`config.mk`:
```
export PLATFORM = sky130hd
export DESIGN_NAME = pll_dig_loop_ctrl
export DESIGN_NICKNAME = d
export VERILOG_FILES = /design/src/rtl/pll_dig_loop_ctrl.sv
export SDC_FILE = /design/constraint.sdc
export NUM_CORES = 1
export LEC_CHECK = 0
export BUFFER_PORTS_ARGS = -buffer_cell sky130_fd_sc_hd__buf_4
export CORE_MARGIN = 2
export CORE_UTILIZATION = 60
export CTS_BUF_LIST = sky130_fd_sc_hd__clkbuf_4
export DETAILED_ROUTE_END_ITERATION = 16
export PLACE_DENSITY = 0.89
export SLEW_MARGIN = 20
export SYNTH_ARGS = -nofsm -noshare
export SYNTH_HDL_FRONTEND = slang
export SYNTH_SLANG_ARGS = --single-unit
```
`constraint.sdc`:
```
create_clock -name clk -period 9.3 [get_ports clk]
set_input_delay 0.93 -clock clk [delete_from_list [all_inputs] [get_ports clk]]
set_output_delay 0.93 -clock clk [all_outputs]
set_load 0.03 [all_outputs]
```
`src/rtl/pll_dig_loop_ctrl.sv`:
```
// PLL digital loop controller: frequency acquisition from DCO edge counts, then bang-bang PI phase tracking with lock detection.
// One-cycle latency (all outputs registered); no backpressure, runs every reference cycle.
module pll_dig_loop_ctrl #(
    parameter int CODE_W     = 10,
    parameter int CNT_W      = 8,
    parameter int INIT_CODE  = 512,
    parameter int KF         = 4,
    parameter int KP         = 2,
    parameter int KI         = 1,
    parameter int INT_W      = 12,
    parameter int FTOL       = 1,
    parameter int FLOCK_CNT  = 4,
    parameter int RELOCK_TOL = 4,
    parameter int LOCK_WIN   = 64
) (
    input  logic              clk,
    input  logic              rst,
    input  logic              enable,
    input  logic [CNT_W-1:0]  div_n,
    input  logic [CNT_W-1:0]  fb_cnt,
    input  logic              fb_cnt_valid,
    input  logic              pd_early,
    output logic [CODE_W-1:0] dco_code,
    output logic              locked,
    output logic [1:0]        state,
    output logic              code_sat
);

    typedef enum logic [1:0] {
        IDLE      = 2'd0,
        FREQ_ACQ  = 2'd1,
        PHASE_TRK = 2'd2,
        LOCKED    = 2'd3
    } state_t;

    localparam int SW    = CODE_W + INT_W + CNT_W + 4;
    localparam int WIN_W = $clog2(LOCK_WIN);
    localparam int TOL_W = $clog2(FLOCK_CNT + 1);

    localparam logic signed [SW-1:0] CODE_MAX = SW'(2**CODE_W - 1);
    localparam logic signed [SW-1:0] INT_MAX  = SW'(2**(INT_W-1) - 1);
    localparam logic signed [SW-1:0] INT_MIN  = SW'(-(2**(INT_W-1)));

    state_t                   state_q, state_nxt;
    logic [CODE_W-1:0]        code_q, code_nxt;
    logic                     sat_q, sat_nxt;
    logic                     locked_q;
    logic [CODE_W-1:0]        base_q, base_nxt;
    logic signed [INT_W-1:0]  integ_q, integ_nxt;
    logic [TOL_W-1:0]         tol_q, tol_nxt;
    logic [WIN_W-1:0]         win_q, win_nxt;
    logic [WIN_W:0]           tog_q, tog_nxt;
    logic                     prev_pd_q, prev_pd_nxt;
    logic                     prev_vld_q, prev_vld_nxt;

    logic signed [CNT_W:0]    ferr;
    logic [CNT_W:0]           ferr_mag;
    logic                     in_tol;
    logic                     lose_lock;
    logic signed [SW-1:0]     facq_sum;
    logic signed [SW-1:0]     e_s;
    logic signed [SW-1:0]     integ_sum;
    logic signed [SW-1:0]     integ_clip;
    logic signed [INT_W-1:0]  integ_trk;
    logic signed [SW-1:0]     trk_sum;
    logic [CODE_W-1:0]        facq_code, trk_code;
    logic                     facq_sat, trk_sat;
    logic [TOL_W-1:0]         tol_inc;
    logic                     tog_inc;
    logic [WIN_W:0]           tog_eval;
    logic                     wrap;

    // Returns {clamped_flag, code}; sign bit catches negative sums.
    function automatic logic [CODE_W:0] clamp_code(input logic signed [SW-1:0] v);
        if (v[SW-1])
            return {1'b1, {CODE_W{1'b0}}};
        else if (v > CODE_MAX)
            return {1'b1, {CODE_W{1'b1}}};
        else
            return {1'b0, v[CODE_W-1:0]};
    endfunction

    assign ferr      = $signed({1'b0, div_n}) - $signed({1'b0, fb_cnt});
    assign ferr_mag  = ferr[CNT_W] ? $unsigned(-ferr) : $unsigned(ferr);
    assign in_tol    = ferr_mag <= (CNT_W+1)'(FTOL);
    assign lose_lock = fb_cnt_valid && (ferr_mag > (CNT_W+1)'(RELOCK_TOL));

    assign facq_sum   = $signed(SW'({1'b0, code_q})) + SW'(ferr) * SW'(KF);
    assign e_s        = pd_early ? {SW{1'b1}} : SW'(1);
    assign integ_sum  = SW'(integ_q) + SW'(KI) * e_s;
    assign integ_clip = (integ_sum > INT_MAX) ? INT_MAX :
                        (integ_sum < INT_MIN) ? INT_MIN : integ_sum;
    assign integ_trk  = INT_W'(integ_clip);
    assign trk_sum    = $signed(SW'({1'b0, base_q})) + SW'(integ_trk) + SW'(KP) * e_s;

    assign {facq_sat, facq_code} = clamp_code(facq_sum);
    assign {trk_sat, trk_code}   = clamp_code(trk_sum);

    assign tol_inc  = tol_q + 1'b1;
    assign tog_inc  = prev_vld_q && (pd_early != prev_pd_q);
    assign tog_eval = tog_q + (WIN_W+1)'(tog_inc);
    assign wrap     = win_q == WIN_W'(LOCK_WIN - 1);

    always_comb begin
        state_nxt    = state_q;
        code_nxt     = code_q;
        sat_nxt      = 1'b0;
        base_nxt     = base_q;
        integ_nxt    = integ_q;
        tol_nxt      = tol_q;
        win_nxt      = win_q;
        tog_nxt      = tog_q;
        prev_pd_nxt  = prev_pd_q;
        prev_vld_nxt = prev_vld_q;

        if (!enable) begin
            state_nxt    = IDLE;
            code_nxt     = CODE_W'(INIT_CODE);
            integ_nxt    = '0;
            tol_nxt      = '0;
            win_nxt      = '0;
            tog_nxt      = '0;
            prev_vld_nxt = 1'b0;
        end else begin
            case (state_q)
                IDLE: state_nxt = FREQ_ACQ;
                FREQ_ACQ: begin
                    if (fb_cnt_valid) begin
                        code_nxt = facq_code;
                        sat_nxt  = facq_sat;
                        if (!in_tol) begin
                            tol_nxt = '0;
                        end else if (tol_inc == TOL_W'(FLOCK_CNT)) begin
                            state_nxt    = PHASE_TRK;
                            tol_nxt      = '0;
                            base_nxt     = facq_code;
                            integ_nxt    = '0;
                            win_nxt      = '0;
                            tog_nxt      = '0;
                            prev_vld_nxt = 1'b0;
                        end else begin
                            tol_nxt = tol_inc;
                        end
                    end
                end
                PHASE_TRK, LOCKED: begin
                    // Loss of lock pre-empts the window evaluation in the same cycle.
                    if (lose_lock) begin
                        state_nxt = FREQ_ACQ;
                        code_nxt  = facq_code;
                        sat_nxt   = facq_sat;
                        integ_nxt = '0;
                        tol_nxt   = '0;
                    end else begin
                        integ_nxt    = integ_trk;
                        code_nxt     = trk_code;
                        sat_nxt      = trk_sat;
                        prev_pd_nxt  = pd_early;
                        prev_vld_nxt = 1'b1;
                        win_nxt      = win_q + 1'b1;
                        tog_nxt      = tog_eval;
                        if (wrap) begin
                            tog_nxt = '0;
                            if (state_q == PHASE_TRK && tog_eval >= (WIN_W+1)'(LOCK_WIN/4))
                                state_nxt = LOCKED;
                            else if (state_q == LOCKED && tog_eval < (WIN_W+1)'(LOCK_WIN/8))
                                state_nxt = PHASE_TRK;
                        end
                    end
                end
                default: state_nxt = IDLE;
            endcase
        end
    end

    always_ff @(posedge clk) begin
        if (rst) begin
            state_q    <= IDLE;
            code_q     <= CODE_W'(INIT_CODE);
            sat_q      <= 1'b0;
            locked_q   <= 1'b0;
            base_q     <= '0;
            integ_q    <= '0;
            tol_q      <= '0;
            win_q      <= '0;
            tog_q      <= '0;
            prev_pd_q  <= 1'b0;
            prev_vld_q <= 1'b0;
        end else begin
            state_q    <= state_nxt;
            code_q     <= code_nxt;
            sat_q      <= sat_nxt;
            locked_q   <= (state_nxt == LOCKED);
            base_q     <= base_nxt;
            integ_q    <= integ_nxt;
            tol_q      <= tol_nxt;
            win_q      <= win_nxt;
            tog_q      <= tog_nxt;
            prev_pd_q  <= prev_pd_nxt;
            prev_vld_q <= prev_vld_nxt;
        end
    end

    assign dco_code = code_q;
    assign locked   = locked_q;
    assign state    = state_q;
    assign code_sat = sat_q;

endmodule
```
==> impl_metrics.ini <==
[min_path]
hp-start = prev_vld_q
min_to = prev_vld_q
hold_depth = 1
hold_class = flop to flop

[power]
power_density_mw_per_mm2 = 108
p_leak_nw = 2.47
ir_drop_uv = 63.4

[sta]
final-hold-violation-count = 0
max_slew_margin = 0.327
tns_ns = 0
clock.fmax_mhz = 114
min_period_ns = 8.79
slew_viol_final = 0
rsz0062_at_grt = no
setup_viol = 0
worstMarginPinSlew_ns = 1.01
final.setup_skew_ns = 0.00966
layout_worst_path_cycle_share = 0.945

[place]
dp_hpwl_mm = 9.90
numPortBuffers = 34
gp_congestion = 0.893

[route]
wire_per_inst_um = 16.4
ant_nets = 0
drt_first_pass_iters = 5
avgViaCountPerCell = 6.38
drc_errors = 0
vias = 4875
drt-total-wl_mm = 12.6
drt_iter0_drc = 311

[floorplan]
rows = 33
core_area_mm2 = 0.00830
die_w_um = 96.9
ios = 35
initial_utilization = 0.624
fp.dieH_um = 96.9
die-area_mm2 = 0.00939

[critical_path]
arrival_ns = 9.07
r2r_slack_ns = 0.93
crit_slowest_cell = fa_1
cp-startpoint = pd_early
required_ns = 9.58
r2r-start = integ_q[0]
worstRegToRegCells = 34
crit_fanout = 27
slowest_delay_ns = 0.51
end_kind = flop
timing.critical_path.mode_cell = a21o_1
reg2reg_to = dco_code[3]
worstSetupPathType = input port to flop
startpoint_type = input port

[clock_network]
ctsResizeCount = 0
postCtsSetupBuffers = 0
clk_latency_ns = 0.40
cts_tree = done
clock_sinks = 54
hold_buffers = 0
ctsRootBufferMaster = clkbuf_4
cts_buffers = 5
cts.reportedPaths.clkPinSlew_ns = 0.16
cts_max_level = 2
cts_buffer_depth = 2

[yosys]
yosys.area.top_type = dfxtp_1
syn_inst = 629
yosysWarnings = 0
synth.area.top_cells = dfxtp_1, ha_1, fa_1
yosysMostFrequentCell = nor2_1
synth_area_per_cell_um2 = 8.24
synth_flop_cell = dfxtp_1
yosys-top-cells-count = nor2_1, ha_1, dfxtp_1
synth.net_count = 727
ys_types = 69
netlist.area_leader.share = 0.209
synth_edf_count = 0
synth_area_mm2 = 0.00518
ys_ff_latch = 54
ys_seq_area_frac = 0.209
ys_async_sr_fraction = 0

[global_routing]
grt-ovfl-total = 0
grt_max_degree = 28
antenna_found_initial = 0
grt_pass1_vias = 4520
grt.total_usage = 0.262
grt_pass1_wl_mm = 20.8

[cells_and_area]
multi_input_area_mm2 = 0.00387
seq_area_mm2 = 0.00108
final_util = 0.673
diodes = 0
fin_nets = 756
fillers = 690
area_delta_synth_final_pct = 7.80
drive_gt1_frac = 0.0865

[status]
status = finished clean

[job]
cap_violations = 0
==> through the flow <==
stage	power [mW]	instance area, um^2	worst slack [ns]	hold slack (ns)	instances
after CTS	0.597	5580	0.540	0.468	764
after floorplan	0.430	5180	1.01	0.418	629
after detailed placement	0.490	5520	0.126	0.434	756
after global placement	0.479	5520	0.483	0.426	756
after global routing	0.640	5590	0.00748	0.509	764
final	0.602	5590	0.510	0.466	764
==> cells by family after synthesis <==
| logic type | count (synthesis) | share of synthesized area |
|---|---|---|
| multiplexers | 12 | 0.0234 |
| AND/OR/NAND/NOR | 195 | 0.185 |
| flip-flops | 54 | 0.209 |
| adder cells (fa/ha/maj) | 77 | 0.218 |
| XOR/XNOR | 24 | 0.0406 |
| buffers and inverters | 57 | 0.0435 |
| AO/OA/AOI/OAI | 210 | 0.281 |
==> final cells by class <==
cell class,count,area share
clock buffer,5,0.00672
multi-input combinational,518,0.694
sequential,54,0.194
clock inverter,3,0.00381
timing repair buffer,37,0.0504
inverter,42,0.0282
tap,105,0.0235
==> where the power goes <==
part,switching (mW),leakage (nW),internal [mW]
combinational,0.153,2.01,0.104
sequential,0.00211,0.435,0.233
clock,0.0803,0.0328,0.0298
==> flip-flops by register name, summed over array words and instances (netlist names) <==
signal / flops
tog_q: 7
code_sat: 1
integ_q: 12
state: 2
base_q: 10
win_q: 6
dco_code: 10
locked: 1
prev_vld_q: 1
tol_q: 3
prev_pd_q: 1
==> layout by cell type, fill, tap and decap left out, drive strengths merged, types with 6 or more instances in the layout <==
| cell type | instances |
|---|---|
| nor3 | 11 |
| a21oi | 44 |
| dfxtp | 54 |
| nand2b | 15 |
| nand2 | 35 |
| nor2b | 6 |
| a21o | 21 |
| o21ai | 43 |
| a211o | 8 |
| o21a | 15 |
| fa | 22 |
| ha | 55 |
| a22o | 17 |
| xor2 | 6 |
| inv | 42 |
| and2 | 7 |
| o211ai | 12 |
| nor2 | 64 |
| buf | 37 |
| xnor2 | 18 |
| nand3 | 24 |
| mux2i | 11 |
| a211oi | 12 |
==> worst max path at each step <==
stage                  endpoint  cells after the start
floorplan           dco_code[2]                     35
global route        dco_code[3]                     34
finish              dco_code[3]                     35
detailed placement  dco_code[0]                     34
CTS                 dco_code[0]                     34
global placement    dco_code[2]                     34
==> worst max-delay path: cells and delay by family <==
| family | cells | cell delay (ns) |
|---|---|---|
| buffers and inverters | 3 | 0.50 |
| adder cells (fa/ha/maj) | 5 | 1.98 |
| AND/OR/NAND/NOR | 11 | 2.28 |
| AO/OA/AOI/OAI | 16 | 3.35 |
==> layer usage <==
metal,track usage,routed length (um)
met5,0,0
met1,0.354,5560
met2,0.450,6070
met3,0.0318,747
met4,0.0563,180
Note: power is estimated with default switching activity, not from simulation.
